--- config.mk ---
export PLATFORM = sky130hd
export DESIGN_NAME = lock_ctrl
export DESIGN_NICKNAME = d
export VERILOG_FILES = /design/src/rtl/lock_ctrl.sv
export SDC_FILE = /design/constraint.sdc
export NUM_CORES = 1
export LEC_CHECK = 0
export BUFFER_PORTS_ARGS = -buffer_cell sky130_fd_sc_hd__buf_2
export CAP_MARGIN = 20
export CORE_MARGIN = 5
export CORE_UTILIZATION = 40
export CTS_CLUSTER_DIAMETER = 40
export DETAILED_ROUTE_END_ITERATION = 12
export MAX_ROUTING_LAYER = met4
export SYNTH_ARGS = -nofsm -noshare
export SYNTH_HDL_FRONTEND = slang
export SYNTH_SLANG_ARGS = --single-unit
--- constraint.sdc ---
create_clock -name clk -period 2.6 [get_ports clk]
set_input_delay 0.13 -clock clk [delete_from_list [all_inputs] [get_ports clk]]
set_output_delay 0.13 -clock clk [all_outputs]
set_load 0.005 [all_outputs]
--- src/rtl/lock_ctrl.sv ---
// Combination-lock controller: latches a user ID, collects a keypad code,
// compares it against that user's stored code, opens the lock and starts the
// door timer on a match, and escalates to an alarmed lockout after repeated
// failures. The stored code can be rewritten while the lock is open.
module lock_ctrl #(
    parameter int NUM_USERS = 4,
    parameter int DIGIT_W   = 4,
    parameter int CODE_LEN  = 4,
    parameter int MAX_TRIES = 3,
    localparam int UID_W    = (NUM_USERS > 1) ? $clog2(NUM_USERS) : 1
) (
    input  logic               clk,
    input  logic               rst,
    input  logic               enter,
    input  logic [DIGIT_W-1:0] digit_in,
    input  logic [UID_W-1:0]   user_id,
    input  logic               prog,
    input  logic               timeout,
    output logic               timer_start,
    output logic               unlocked,
    output logic               alarm,
    output logic               err,
    output logic [2:0]         digit_cnt,
    output logic [2:0]         state_out
);

    localparam int CODE_W = CODE_LEN * DIGIT_W;
    localparam int FAIL_W = $clog2(MAX_TRIES + 1);
    localparam logic [2:0] LAST_CNT = 3'(CODE_LEN - 1);

    localparam logic [2:0] IDLE    = 3'd0;
    localparam logic [2:0] ENTRY   = 3'd1;
    localparam logic [2:0] CHECK   = 3'd2;
    localparam logic [2:0] OPEN    = 3'd3;
    localparam logic [2:0] PROGRAM = 3'd4;
    localparam logic [2:0] LOCKOUT = 3'd5;

    logic [2:0]        state_reg, state_next;
    logic [UID_W-1:0]  uid_reg, uid_next;
    logic [CODE_W-1:0] entry_reg, entry_next;
    logic [2:0]        digit_cnt_reg, digit_cnt_next;
    logic              unlocked_reg, unlocked_next;
    logic              alarm_reg, alarm_next;
    logic              err_reg, err_next;
    logic              timer_start_reg, timer_start_next;

    logic [CODE_W-1:0] code_reg [NUM_USERS];
    logic [FAIL_W-1:0] fail_reg [NUM_USERS];
    logic [CODE_W-1:0] code_default [NUM_USERS];

    logic              code_we;
    logic              fail_we;
    logic [FAIL_W-1:0] fail_wdata;
    logic [CODE_W-1:0] entry_shift;
    logic [CODE_W-1:0] cur_code;
    logic [FAIL_W-1:0] cur_fail;
    logic              last_digit;

    // Factory code for user u is u repeated in every digit position.
    genvar gi;
    generate
        for (gi = 0; gi < NUM_USERS; gi++) begin : g_default
            assign code_default[gi] = {CODE_LEN{DIGIT_W'(gi)}};
        end
    endgenerate

    // New digit enters at the bottom, so the first digit ends up most significant.
    assign entry_shift = {entry_reg[CODE_W-DIGIT_W-1:0], digit_in};
    assign cur_code    = code_reg[uid_reg];
    assign cur_fail    = fail_reg[uid_reg];
    assign last_digit  = (digit_cnt_reg == LAST_CNT);

    // Next-state and next-output decode.
    always_comb begin
        state_next       = state_reg;
        uid_next         = uid_reg;
        entry_next       = entry_reg;
        digit_cnt_next   = digit_cnt_reg;
        err_next         = 1'b0;
        timer_start_next = 1'b0;
        code_we          = 1'b0;
        fail_we          = 1'b0;
        fail_wdata       = cur_fail;

        case (state_reg)
            IDLE: begin
                if (enter) begin
                    uid_next       = user_id;
                    entry_next     = '0;
                    digit_cnt_next = 3'd0;
                    state_next     = ENTRY;
                end
            end
            ENTRY: begin
                if (enter) begin
                    entry_next     = entry_shift;
                    digit_cnt_next = digit_cnt_reg + 3'd1;
                    if (last_digit) begin
                        state_next = CHECK;
                    end
                end
            end
            CHECK: begin
                if (entry_reg == cur_code) begin
                    state_next       = OPEN;
                    timer_start_next = 1'b1;
                    fail_we          = 1'b1;
                    fail_wdata       = '0;
                end else if ((int'(cur_fail) + 1) < MAX_TRIES) begin
                    state_next = IDLE;
                    err_next   = 1'b1;
                    fail_we    = 1'b1;
                    fail_wdata = cur_fail + 1'b1;
                end else begin
                    // The lockout reuses the door timer as its hold-off period.
                    state_next       = LOCKOUT;
                    timer_start_next = 1'b1;
                    fail_we          = 1'b1;
                    fail_wdata       = FAIL_W'(MAX_TRIES);
                end
            end
            OPEN: begin
                if (timeout) begin
                    state_next = IDLE;
                end else if (enter && prog) begin
                    state_next     = PROGRAM;
                    entry_next     = '0;
                    digit_cnt_next = 3'd0;
                end
            end
            PROGRAM: begin
                // Timeout has priority so a half-typed code is never committed.
                if (timeout) begin
                    state_next = IDLE;
                end else if (enter) begin
                    entry_next     = entry_shift;
                    digit_cnt_next = digit_cnt_reg + 3'd1;
                    if (last_digit) begin
                        code_we    = 1'b1;
                        state_next = OPEN;
                    end
                end
            end
            LOCKOUT: begin
                if (timeout) begin
                    state_next = IDLE;
                    fail_we    = 1'b1;
                    fail_wdata = '0;
                end
            end
            default: begin
                state_next = IDLE;
            end
        endcase

        unlocked_next = (state_next == OPEN) || (state_next == PROGRAM);
        alarm_next    = (state_next == LOCKOUT);
    end

    // Control state and registered outputs.
    always_ff @(posedge clk or posedge rst) begin
        if (rst) begin
            state_reg       <= IDLE;
            uid_reg         <= '0;
            entry_reg       <= '0;
            digit_cnt_reg   <= 3'd0;
            unlocked_reg    <= 1'b0;
            alarm_reg       <= 1'b0;
            err_reg         <= 1'b0;
            timer_start_reg <= 1'b0;
        end else begin
            state_reg       <= state_next;
            uid_reg         <= uid_next;
            entry_reg       <= entry_next;
            digit_cnt_reg   <= digit_cnt_next;
            unlocked_reg    <= unlocked_next;
            alarm_reg       <= alarm_next;
            err_reg         <= err_next;
            timer_start_reg <= timer_start_next;
        end
    end

    // Per-user stored codes and consecutive-failure counters.
    always_ff @(posedge clk or posedge rst) begin
        if (rst) begin
            for (int i = 0; i < NUM_USERS; i++) begin
                code_reg[i] <= code_default[i];
                fail_reg[i] <= '0;
            end
        end else begin
            for (int i = 0; i < NUM_USERS; i++) begin
                if (code_we && (uid_reg == UID_W'(i))) begin
                    code_reg[i] <= entry_shift;
                end
                if (fail_we && (uid_reg == UID_W'(i))) begin
                    fail_reg[i] <= fail_wdata;
                end
            end
        end
    end

    assign timer_start = timer_start_reg;
    assign unlocked    = unlocked_reg;
    assign alarm       = alarm_reg;
    assign err         = err_reg;
    assign digit_cnt   = digit_cnt_reg;
    assign state_out   = state_reg;

endmodule

==> reports/results.ini <==
[status]
status = finished, final reports clean

[place]
placed_area_sq_um = 5041
portBuffers = 20
dp.final_hpwl_mm = 5.695
dp.cells = 482
gp_congestion = 0.8333
pre_cts_slack_ps = 12.20

[critical_path]
cp.required_ps = 2820
worstSetupEndpoint = code_reg[33]$_DFFE_PP0P_
r2r_start = digit_cnt[0]$_DFFE_PP0P_
worst-setup-path-type = reg -> reg
rr_worst_depth = 6
crit_arrival_ps = 2750
startpoint = digit_cnt[0]$_DFFE_PP0P_
start_kind = flop
r2r_slack_ps = 70
path_max_fanout = 16
end_kind = flop
r2r-end = code_reg[33]$_DFFE_PP0P_

[global_route]
grt_use_met1_pct = 17.96
use_met3_pct = 3.009
track_usage_pct = 13.74
grt_overflow = 0
grt_pass1_vias = 2950
antenna_found_initial = 0
grt_max_degree = 80
grt_pass1_wl_mm = 15.29
grt_most_used_layer = met2
use_met2_pct = 21.80

[floorplan]
core_sq_um = 11470
ioPinCount = 21
die_w_microns = 118.4
dieArea_sq_um = 14020
start_util_pct = 41.00
die_h_microns = 118.4
rows = 39

[timing]
setup_violations = 0
rsz0062_at_grt = yes
timing.final.hold_violations = 0
finClkSkew_ps = 10.18
worst_pin_slew_ps = 664.1
drv_slew = 0
slew_headroom_pct = 55.52
fmax_mhz = 395.4
layout_setup_ws_ps = 71.06
tns_ps = 0
period_minus_slack_ps = 2529
fin_crit_sh_pct = 97.27

[finish]
drive_gt1_share_pct = 43.54
num_antenna_cells = 0
area_delta_synth_final_pct = 13.28
largest_register_ffs = 64
fin_cells = 499
nets = 364
finalInstanceArea_sq_um = 5326

[drt]
first_iter_violations = 128
postRouteAntennaNets = 0
wl_per_cell_microns = 17.82
num_vias = 2748
drc = 0
wirelength_mm = 8.893
vias_per_cell = 5.507
dr.pass1.iters = 4

[cts]
post-cts-setup-buffer-count = 0
clockBufferDepth = 2
path_clk_slew_ps = 70
cts_sinks = 100
clock_latency_ps = 340
numCtsBuffers = 9
clockRootBuffer = clkbuf_16
htree_num_levels = 3
cts_resized = 0
cts_tree = yes

[synth]
synthMostInstantiatedCell = dfrtp_1
synth_area_leaders = dfrtp_1 (45%), mux2_2 (16%), dfstp_2 (8.9%), mux4_1 (6.7%), a22o_1 (3.4%)
synth_area_leader_cell = dfrtp_1
ys_types = 44
ys.flop_type = dfrtp_1
synth.cell_area_sq_um = 4702
ys_ff_latch = 100
synth_edf_count = 0
synth_top_area_share_pct = 44.70
synth_fp_nets = 335
seq_area_frac_synth_pct = 53.65
yosysWarnings = 0
avgSynthCellArea_sq_um = 14.60
synthArstFlopShare_pct = 100.0
synthesis.instances = 322
ys_top_cells_by_count = dfrtp_1 (84), mux2_2 (67), a22o_1 (18)

[min_path]
hold_path.class = in -> reg

[power_and_ir_drop]
p_leak_nw = 2.458
power_density_nw_per_um2 = 912.4
ir_drop_mv = 0.6248

[flow_run]
maxCapViolations = 0

[where the power goes]
part	leakage (nW)	internal, mW	switching (mW)	total, mW
logic	1.04	0.744	0.817	1.56
clock network	0.130	0.682	0.554	1.24
registers	1.29	1.81	0.258	2.06
[routing by layer]
metal,wire (microns),vias up,part of all wire (%)
met2,4378,44,49
met3,276,9,3.1
met4,108,0,1.2
met5,0,-,0
li1,-,1273,-
met1,4130,1422,46
[through the flow]
stage	total power, mW	utilization, %	hold slack (ps)
finish	4.860	46.45	43.46
detailed placement	3.669	43.96	194.7
global placement	3.643	43.96	191.7
global route	5.184	46.45	38.55
floorplan	3.178	-	262.7
CTS	4.930	46.45	32.39
[logic make-up (layout without fill, tap and decap cells)]
logic type               after synthesis  count (layout)  synth area share (%)
AO/OA/AOI/OAI                         49              49                 8.063
XOR/XNOR                              17              17                 3.167
adder cells (fa/ha/maj)                2               2                0.5321
buffers and inverters                 21              55                 2.528
flip-flops                           100             100                 53.65
multiplexers                          85              85                 25.63
AND/OR/NAND/NOR                       48              48                 6.439
[critical path, cell delays in order (launching register included)]
cell      delay (ps)
dfrtp_1          380
ha_1             160
ha_1             190
nand2_1          100
nor4b_2          560
nand3b_2         560
mux2_2           460
[how the worst min path moves through the flow]
stage	start	end	slack [ps]	depth (start not counted)
3_5_place_dp	rst	uid_reg[1]$_DFFE_PP0P_	190	2
6_report	user_id[1]	uid_reg[1]$_DFFE_PP0P_	40	2
5_1_grt	user_id[1]	uid_reg[1]$_DFFE_PP0P_	40	2
2_1_floorplan	digit_in[0]	entry_reg[0]$_DFFE_PP0P_	260	1
3_3_place_gp	rst	fail_reg[0]$_DFFE_PP0P_	190	2
4_1_cts	user_id[1]	uid_reg[1]$_DFFE_PP0P_	30	2
[layout make-up]
class,count,area (sq um)
Clock buffer,13,250.2
Clock inverter,3,25.02
Fill cell,1011,6141
Inverter,4,18.77
Multi-Input combinational cell,201,2066
Sequential cell,100,2522
Tap cell,143,178.9
Timing Repair Buffer,35,265.3
[layout by cell type, fill, tap and decap left out, types with 2 or more instances in the layout]
| cell type | count |
|---|---|
| nor4bb_1 | 2 |
| nand4_1 | 4 |
| nand2_1 | 15 |
| nand3b_2 | 2 |
| o21ai_2 | 7 |
| ha_1 | 2 |
| nor2_1 | 5 |
| buf_4 | 10 |
| inv_1 | 3 |
| nor3_1 | 3 |
| a22o_1 | 18 |
| dfrtp_1 | 84 |
| mux2_2 | 67 |
| buf_2 | 20 |
| o21ai_0 | 8 |
| nor2b_1 | 2 |
| a21oi_1 | 3 |
| nand2b_1 | 4 |
| dfstp_2 | 16 |
| clkbuf_16 | 9 |
| mux4_1 | 12 |
| buf_12 | 4 |
| mux4_2 | 6 |
| nand3_1 | 2 |
| clkinvlp_4 | 2 |
| o21a_1 | 2 |
| xnor2_1 | 17 |
| clkbuf_1 | 3 |
| o31ai_1 | 2 |
[repair_timing]
| action | CTS | global route |
|---|---|---|
| hold endpoints to repair | 19 | 0 |
| hold buffers | 1 | 0 |
| setup endpoints to repair | 0 | 48 |
No activity file was read; power rests on OpenSTA's default activity.
